**src/rtl/fetch_pkg.sv**
```systemverilog
// Shared types and constants for the instruction fetch sequencer.
package fetch_pkg;

   // Fetch sequencer states: idle after reset, request outstanding,
   // squashed request outstanding, instruction buffered for decode.
   typedef enum logic [1:0] {
      BOOT  = 2'd0,
      REQ   = 2'd1,
      DRAIN = 2'd2,
      HOLD  = 2'd3
   } fetch_state_t;

   // Every instruction occupies four bytes; PCs advance by this amount.
   localparam int INSTR_BYTES = 4;

endpackage

```
**src/rtl/fetch_buffer.sv**
```systemverilog
// Holding register for the instruction handed to decode, with its PC and
// link value. load captures a new instruction, clear drops the valid flag
// while leaving the data fields untouched.
module fetch_buffer
   import fetch_pkg::*;
#(
   parameter int ADDR_W  = 64,
   parameter int INSTR_W = 32
) (
   input  logic               clk,
   input  logic               reset,
   input  logic               load,
   input  logic               clear,
   input  logic [INSTR_W-1:0] instr_in,
   input  logic [ADDR_W-1:0]  pc_in,
   input  logic [ADDR_W-1:0]  link_in,
   output logic               instr_valid,
   output logic [INSTR_W-1:0] instr,
   output logic [ADDR_W-1:0]  instr_pc,
   output logic [ADDR_W-1:0]  pc_plus_four
);

   logic               valid_q, valid_d;
   logic [INSTR_W-1:0] instr_q, instr_d;
   logic [ADDR_W-1:0]  pc_q, pc_d;
   logic [ADDR_W-1:0]  link_q, link_d;

   // Next buffer contents: load wins over clear (the two are never
   // requested together by the sequencer).
   always_comb begin
      valid_d = valid_q;
      instr_d = instr_q;
      pc_d    = pc_q;
      link_d  = link_q;
      if (clear) begin
         valid_d = 1'b0;
      end
      if (load) begin
         valid_d = 1'b1;
         instr_d = instr_in;
         pc_d    = pc_in;
         link_d  = link_in;
      end
   end

   // Buffer registers; reset leaves an empty buffer whose link reads as 4.
   always_ff @(posedge clk) begin
      if (reset) begin
         valid_q <= 1'b0;
         instr_q <= '0;
         pc_q    <= '0;
         link_q  <= ADDR_W'(INSTR_BYTES);
      end else begin
         valid_q <= valid_d;
         instr_q <= instr_d;
         pc_q    <= pc_d;
         link_q  <= link_d;
      end
   end

   assign instr_valid  = valid_q;
   assign instr        = instr_q;
   assign instr_pc     = pc_q;
   assign pc_plus_four = link_q;

endmodule

```
**src/rtl/full_adder.sv**
```systemverilog
// Single-bit full adder; chained into ripple incrementers for PC arithmetic.
module full_adder (
   input  logic a,
   input  logic b,
   input  logic cin,
   output logic sum,
   output logic cout
);

   assign sum  = a ^ b ^ cin;
   assign cout = (a & b) | (cin & (a ^ b));

endmodule

```
**src/rtl/fetch_sequencer.sv**
```systemverilog
// Program counter sequencer for a variable-latency instruction memory.
// One request outstanding at a time; a redirect that lands while a request
// is in flight leaves the old address on the bus until the memory answers,
// then the answer is discarded and the redirect target is fetched.
module fetch_sequencer
   import fetch_pkg::*;
#(
   parameter int                ADDR_W   = 64,
   parameter int                INSTR_W  = 32,
   parameter logic [ADDR_W-1:0] RESET_PC = {ADDR_W{1'b0}}
) (
   input  logic               clk,
   input  logic               reset,
   input  logic               redirect,
   input  logic [ADDR_W-1:0]  redirect_pc,
   input  logic               stall,
   output logic               imem_req,
   output logic [ADDR_W-1:0]  imem_addr,
   input  logic               imem_ack,
   input  logic [INSTR_W-1:0] imem_rdata,
   output logic               instr_valid,
   output logic [INSTR_W-1:0] instr,
   output logic [ADDR_W-1:0]  instr_pc,
   output logic [ADDR_W-1:0]  pc_plus_four
);

   localparam logic [ADDR_W-1:0] STEP       = ADDR_W'(INSTR_BYTES);
   localparam logic [ADDR_W-1:0] ALIGN_MASK = ~ADDR_W'(INSTR_BYTES - 1);

   fetch_state_t       state_q, state_d;
   logic [ADDR_W-1:0]  fetch_pc_q, fetch_pc_d;
   logic [ADDR_W-1:0]  addr_q, addr_d;
   logic [ADDR_W-1:0]  redirect_tgt;
   logic [ADDR_W-1:0]  pc_inc;
   logic [ADDR_W-1:0]  carry;
   logic               buf_load;
   logic               buf_clear;

   // Branch targets are always word aligned; the low bits are dropped here.
   assign redirect_tgt = redirect_pc & ALIGN_MASK;

   // fetch_pc + 4 as a ripple chain; the top bit needs no carry out, so the
   // sum wraps silently at 2^ADDR_W.
   assign carry[0] = 1'b0;
   generate
      for (genvar gi = 0; gi < ADDR_W - 1; gi++) begin : g_inc
         full_adder u_fa (
            .a    (fetch_pc_q[gi]),
            .b    (STEP[gi]),
            .cin  (carry[gi]),
            .sum  (pc_inc[gi]),
            .cout (carry[gi+1])
         );
      end
   endgenerate
   assign pc_inc[ADDR_W-1] = fetch_pc_q[ADDR_W-1] ^ STEP[ADDR_W-1] ^ carry[ADDR_W-1];

   // Next-state, next-PC and buffer control for the fetch handshake.
   always_comb begin
      state_d    = state_q;
      fetch_pc_d = fetch_pc_q;
      buf_load   = 1'b0;
      buf_clear  = 1'b0;
      case (state_q)
         BOOT: begin
            state_d = REQ;
            if (redirect) begin
               fetch_pc_d = redirect_tgt;
            end
         end
         REQ: begin
            if (imem_ack && !redirect) begin
               buf_load   = 1'b1;
               fetch_pc_d = pc_inc;
               state_d    = HOLD;
            end else if (redirect && !imem_ack) begin
               fetch_pc_d = redirect_tgt;
               state_d    = DRAIN;
            end else if (redirect && imem_ack) begin
               fetch_pc_d = redirect_tgt;
               state_d    = REQ;
            end
         end
         DRAIN: begin
            if (redirect) begin
               fetch_pc_d = redirect_tgt;
            end
            if (imem_ack) begin
               state_d = REQ;
            end
         end
         HOLD: begin
            if (redirect) begin
               buf_clear  = 1'b1;
               fetch_pc_d = redirect_tgt;
               state_d    = REQ;
            end else if (!stall) begin
               buf_clear = 1'b1;
               state_d   = REQ;
            end
         end
         default: begin
            state_d = BOOT;
         end
      endcase
   end

   // The bus address is frozen while a request waits for its ack and
   // otherwise follows the PC that the next request will use.
   always_comb begin
      addr_d = fetch_pc_d;
      if ((state_q == REQ || state_q == DRAIN) && !imem_ack) begin
         addr_d = addr_q;
      end
   end

   // Sequencer state, architectural fetch PC and bus address registers.
   always_ff @(posedge clk) begin
      if (reset) begin
         state_q    <= BOOT;
         fetch_pc_q <= RESET_PC;
         addr_q     <= RESET_PC;
      end else begin
         state_q    <= state_d;
         fetch_pc_q <= fetch_pc_d;
         addr_q     <= addr_d;
      end
   end

   assign imem_req  = (state_q == REQ) || (state_q == DRAIN);
   assign imem_addr = addr_q;

   fetch_buffer #(
      .ADDR_W  (ADDR_W),
      .INSTR_W (INSTR_W)
   ) u_fetch_buffer (
      .clk          (clk),
      .reset        (reset),
      .load         (buf_load),
      .clear        (buf_clear),
      .instr_in     (imem_rdata),
      .pc_in        (fetch_pc_q),
      .link_in      (pc_inc),
      .instr_valid  (instr_valid),
      .instr        (instr),
      .instr_pc     (instr_pc),
      .pc_plus_four (pc_plus_four)
   );

endmodule
```
**config.mk**
```make
export PLATFORM = sky130hd
export DESIGN_NAME = fetch_sequencer
export DESIGN_NICKNAME = d
export VERILOG_FILES = /design/src/rtl/fetch_pkg.sv /design/src/rtl/fetch_buffer.sv /design/src/rtl/full_adder.sv /design/src/rtl/fetch_sequencer.sv
export SDC_FILE = /design/constraint.sdc
export NUM_CORES = 1
export LEC_CHECK = 0
export CAP_MARGIN = 20
export CORE_MARGIN = 5
export CORE_UTILIZATION = 48
export CTS_CLUSTER_DIAMETER = 80
export DETAILED_ROUTE_END_ITERATION = 6
export MAX_ROUTING_LAYER = met4
export PLACE_DENSITY = 0.81
export SLEW_MARGIN = 0
export SYNTH_ARGS = -nofsm -noshare
export SYNTH_HDL_FRONTEND = slang
export SYNTH_SLANG_ARGS = --single-unit
```
**constraint.sdc**
```tcl
create_clock -name clk -period 17.7 [get_ports clk]
set_input_delay 3.54 -clock clk [delete_from_list [all_inputs] [get_ports clk]]
set_output_delay 3.54 -clock clk [all_outputs]
set_load 0.01 [all_outputs]
```
; After elaboration in Yosys (flattened, before gate mapping)
; Cells that the tools add are included.
[totals]
regBits = 291
[classes]
mux = 19
reduce_logical = 11
eq_ne = 6
bitwise = 122
[ops]
columns = cell, count
row1 = 2-to-1 mux 64 bit, 4
row2 = one-hot mux 64 bit (2 select lines), 1
row3 = XOR 1 bit, 61
row4 = AND 1 bit, 60
row5 = 2-to-1 mux 2 bit, 6
row6 = one-hot mux 2 bit (4 select lines), 1
row7 = 2-to-1 mux 1 bit, 7
row8 = == test 2 bit (second input constant), 2
row9 = logical AND 1 bit, 4
row10 = != test 4 bit (second input constant), 1
row11 = != test 3 bit (second input constant), 1
row12 = AND reduction 3 bit, 1
row13 = OR reduction 3 bit, 1
row14 = == test 2 x 1 -> 1 bit (second input constant), 1
row15 = zero test 1 bit, 2
row16 = zero test 2 bit, 1
row17 = != test 2 bit (second input constant), 1
row18 = nonzero test 2 bit, 1
row19 = logical OR 1 bit, 1
row20 = NOT 1 bit, 1

; Longest topological paths before layout
[depth]
ltp_word = 63
mapped_depth = 64
mapped_depth_nobuf = 64

; By module
; A second synthesis with hierarchy kept.
[hier_totals]
hier_cells = 1046
hier_area_um2 = 12456.9
[by_module_without_submodules]
columns = mod, instances, cells_per_inst, area_each_um2
row1 = fetch_buffer, 1, 520, 5686.7
row2 = fetch_sequencer, 1, 463, 5509.0
row3 = full_adder, 63, 1, 20.0

; Worst setup path before layout
; Ideal clock, no wire load.
[synth_path]
path_type = reg-to-reg
from = reg fetch_pc_q[2]
to = reg addr_q[63] (netlist: imem_addr[63])
setup_slack_ps = 5460
required_time_ps = 17571
stages_incl_launch_ff = 65
arrival_ps = 12111
path_buffers = 0
cell_sequence = dfxtp_1 > ha_1 > ha_1 > ha_1 > ha_1 > ha_1 > ha_1 > ha_1 > ha_1 > ha_1 > ha_1 > ha_1 > ha_1 > ha_1 > ha_1 > ha_1 > ha_1 > ha_1 > [29 not listed] > ha_1 > ha_1 > ha_1 > ha_1 > ha_1 > ha_1 > ha_1 > ha_1 > ha_1 > ha_1 > ha_1 > ha_1 > ha_1 > ha_1 > nand2b_1 > o22ai_1 > a211oi_1 > o21ai_0
[synth_via]
elab_chain_cells = 63
[synth_rtl]
columns = element, line
row1 = from (decl), fetch_sequencer.sv:31  ; logic [ADDR_W-1:0] fetch_pc_q, fetch_pc_d;
row2 = from (signal assigned), fetch_sequencer.sv:125  ; fetch_pc_q <= fetch_pc_d;
row3 = AND 1 bit (60 in a row), full_adder.sv:11  ; assign cout = (a & b) | (cin & (a ^ b));
row4 = XOR 1 bit, fetch_sequencer.sv:56  ; assign pc_inc[ADDR_W-1] = fetch_pc_q[ADDR_W-1] ^ STEP[ADDR_W-1] ^ carry[ADDR_W-1];
row5 = 2-to-1 mux 64 bit, fetch_sequencer.sv:72  ; if (imem_ack && !redirect) begin
row6 = one-hot mux 64 bit (2 select lines), fetch_sequencer.sv:64  ; case (state_q)
row7 = to (signal assigned), fetch_sequencer.sv:126  ; addr_q <= addr_d;
row8 = to (decl), fetch_sequencer.sv:32  ; logic [ADDR_W-1:0] addr_q, addr_d;
; Every way passes these cells.
; A chain may end at the register's enable or synchronous reset.

; Worst setup path in the final report
; Same ends and word-level chain as after synthesis.

==> flow_summary.json <==
{
  "stdcell_area_mm2": 0.0154,
  "vias": 9639,
  "synth_top_family_by_area": "simple AND/OR/NAND/NOR gates",
  "crit_family": "adder cells",
  "gr-total-overflow": 0,
  "synthArstFlopShare_pct": 0,
  "crit_fanout": 4,
  "wirelength_um": 31000,
  "status": "finished, final reports clean",
  "criticalPathCategory": "reg -> reg",
  "ir_drop_uv": 71.9,
  "power_density_mw_per_mm2": 97.3,
  "crit_top_cell": "ha_1",
  "syn_avg_cell_area_um2": 8.87,
  "min_path_type": "reg -> reg",
  "cts_sinks": 289,
  "areaGrowthSynthToFinish_pct": 37.3,
  "synth_top_flop_cell": "dfxtp_1",
  "slew_violations": 0,
  "p_switching_w": 0.000358,
  "synth_edf_count": 0,
  "setup_viol": 0,
  "syn-cell-area_mm2": 0.0112,
  "p_leak_nw": 5.92,
  "timing.critical_path.buf_inv": 0,
  "clock_latency_ns": 0.54,
  "initial_utilization_pct": 48.3,
  "max_freq_ghz": 0.0752,
  "ys_warn_count": 0,
  "wl_per_cell_um": 16.5,
  "ant_nets": 0,
  "clkPwrFrac_pct": 41.9,
  "dr.pass1.iters": 5,
  "track_usage_pct": 22.5,
  "synth_area_leader_cell": "dfxtp_1",
  "drc": 0,
  "ys_ff_latch": 289,
  "std_cell_rows": 56,
  "initialDrtViolationCount": 588,
  "crit_slowest_cell": "dfxtp_1",
  "fillers": 1860,
  "ios": 327,
  "die_w_um": 163,
  "synth_mux_area_share_pct": 5.35,
  "p_int_w": 0.00114,
  "die-area_mm2": 0.0266,
  "rsz0062_at_grt": "no",
  "post_cts_buffers": 0,
  "cts_made_buffers": 30,
  "gp_congestion": 0.826,
  "synth-xor-area-share_pct": 0,
  "nets": 1707,
  "grt_max_degree": 145,
  "tightest_slew_ns": 1.13,
  "clockBufferDepth": 3,
  "via_per_inst": 5.12,
  "grt_first_pass_wirelength_um": 48000,
  "final.period_utilization_pct": 75.2,
  "syn-num-nets": 1434,
  "total_power_w": 0.00150,
  "synth_common_cells": "nand2_1, dfxtp_1, a21oi_1, nor2_1, ha_1",
  "first_global_vias": 9271,
  "synth_area_leaders": "dfxtp_1, nand2_1, ha_1",
  "slowest_delay_ns": 0.34,
  "synth_top_area_share_pct": 51.5,
  "endpoint_kind": "register",
  "hold_viol_final": 0,
  "htreeDepth": 1,
  "p_comb_share_pct": 11.4,
  "antenna_found_initial": 0,
  "synthDistinctLibCells": 35,
  "place.detailed.hpwl_um": 20700,
  "postCtsHoldBufs": 0,
  "required_ns": 18.10,
  "cts-resized-gates": 0,
  "max_cap_viol_count": 0,
  "clockRootBuffer": "clkbuf_16",
  "setup_tns_ns": 0,
  "port_buffers": 324,
  "worstSetupStartpointType": "register",
  "n_antenna_cell": 0,
  "die_h_um": 163,
  "sw_frac_of_total_pct": 23.9,
  "slew_headroom_pct": 24.4,
  "placed_area_mm2": 0.0144,
  "synth_compound_area_share_pct": 14.9,
  "clkTransAtPathRegs_ns": 0.06,
  "cts_tree": "yes",
  "synthSimpleGateAreaFrac_pct": 15.8,
  "core_mm2": 0.0233,
  "skew_ns": 0.0129,
  "worstPathArrival_ns": 13.71,
  "synth.most_common_cell": "nand2_1",
  "synth_cells": 1267,
  "drive_gt1_share_pct": 4.22,
  "layout_min_cycle_time_ns": 13.31,
  "sequentialPowerShare_pct": 46.7,
  "seq_area_frac_synth_pct": 51.5,
  "synthAdderAreaFrac_pct": 7.35
}
-- metal layers --
metal,global-route usage [%],wire length [µm]
met4,6.29,722
met2,37.4,14900
met5,-,0
met1,27.6,12900
met3,5.39,2470
-- worst register-to-register path: cells and delay by family (launching register included) --
| kind | cells | cell delay (ns) |
|---|---|---|
| AOI/OAI and AO/OA | 3 | 0.46 |
| adders and majority gates | 60 | 12.31 |
| DFF | 1 | 0.34 |
| and+or+nand+nor | 1 | 0.09 |
-- stage by stage --
stage | utilization [%] | setup WS (ns) | instances | hold WS (ns)
floorplan | - | 5.46 | 1267 | 0.435
CTS | 66.3 | 4.32 | 1883 | 0.447
global placement | 61.9 | 4.63 | 1826 | 0.433
finish | 66.3 | 4.39 | 1883 | 0.444
global route | 66.3 | 3.78 | 1883 | 0.464
detailed placement | 62.0 | 4.43 | 1827 | 0.438
-- layout make-up --
| cell class | count | area [µm²] | area share, % |
|---|---|---|---|
| sequential | 289 | 5790 | 37.5 |
| clock buffer | 44 | 895 | 5.80 |
| tap | 319 | 399 | 2.59 |
| clock inverter | 12 | 115 | 0.746 |
| multi-input combinational | 881 | 4890 | 31.7 |
| timing repair buffer | 331 | 3310 | 21.5 |
| inverter | 7 | 26.3 | 0.170 |
-- kinds of logic after synthesis --
kind of cell               Yosys count
muxes                               60
buffers and inverters               97
adders and majority gates           66
and+or+nand+nor                    459
AOI/OAI and AO/OA                  296
DFF                                289
-- path summary, 6_finish.rpt --
check	start	endpoint	slack, ns	depth (start not counted)
worst min register to register	imem_addr[57]	imem_addr[57]	0.44	2
worst max-delay path	fetch_pc_q[2]	imem_addr[63]	4.39	64
worst min-delay path	imem_addr[57]	imem_addr[57]	0.44	2
worst max register to register	fetch_pc_q[2]	imem_addr[63]	4.39	64
-- placed cells by master, fill, tap and decap left out, types with 2 or more instances in the layout --
cell | synthesis | final
nor3b_1 | 4 | 4
clkinv_2 | 0 | 8
ha_1 | 66 | 66
mux2i_1 | 60 | 60
clkinvlp_4 | 0 | 2
clkbuf_1 | 26 | 6
clkdlybuf4s50_1 | 0 | 322
buf_4 | 8 | 7
o21ai_1 | 52 | 52
nor2_1 | 68 | 68
a311oi_1 | 3 | 3
o21ai_0 | 12 | 12
nand2b_1 | 3 | 3
bufinv_16 | 0 | 2
inv_1 | 6 | 6
a21oi_1 | 162 | 162
dfxtp_1 | 289 | 289
clkbuf_16 | 0 | 31
nand2_1 | 376 | 376
o21a_1 | 60 | 60
o22ai_1 | 2 | 2
clkbuf_8 | 0 | 7
-- state kept, by name, summed over array words and instances, names as in the netlist --
| signal | count |
|---|---|
| state_q | 2 |
| u_fetch_buffer.pc_plus_four | 64 |
| imem_addr | 64 |
| fetch_pc_q | 64 |
| u_fetch_buffer.instr | 32 |
| u_fetch_buffer.instr_pc | 62 |
| u_fetch_buffer.instr_valid | 1 |
-- power groups by stage --
stage	clock network, W	registers [W]	logic (W)
final	0.000630	0.000701	0.000171
after global routing	0.000674	0.000704	0.000185
after CTS	0.000641	0.000701	0.000172
after detailed placement	0	0.000714	0.000171
after global placement	0	0.000713	0.000166
after floorplan	0	0.000720	0.0000824
(Power assumes the default switching activity.)
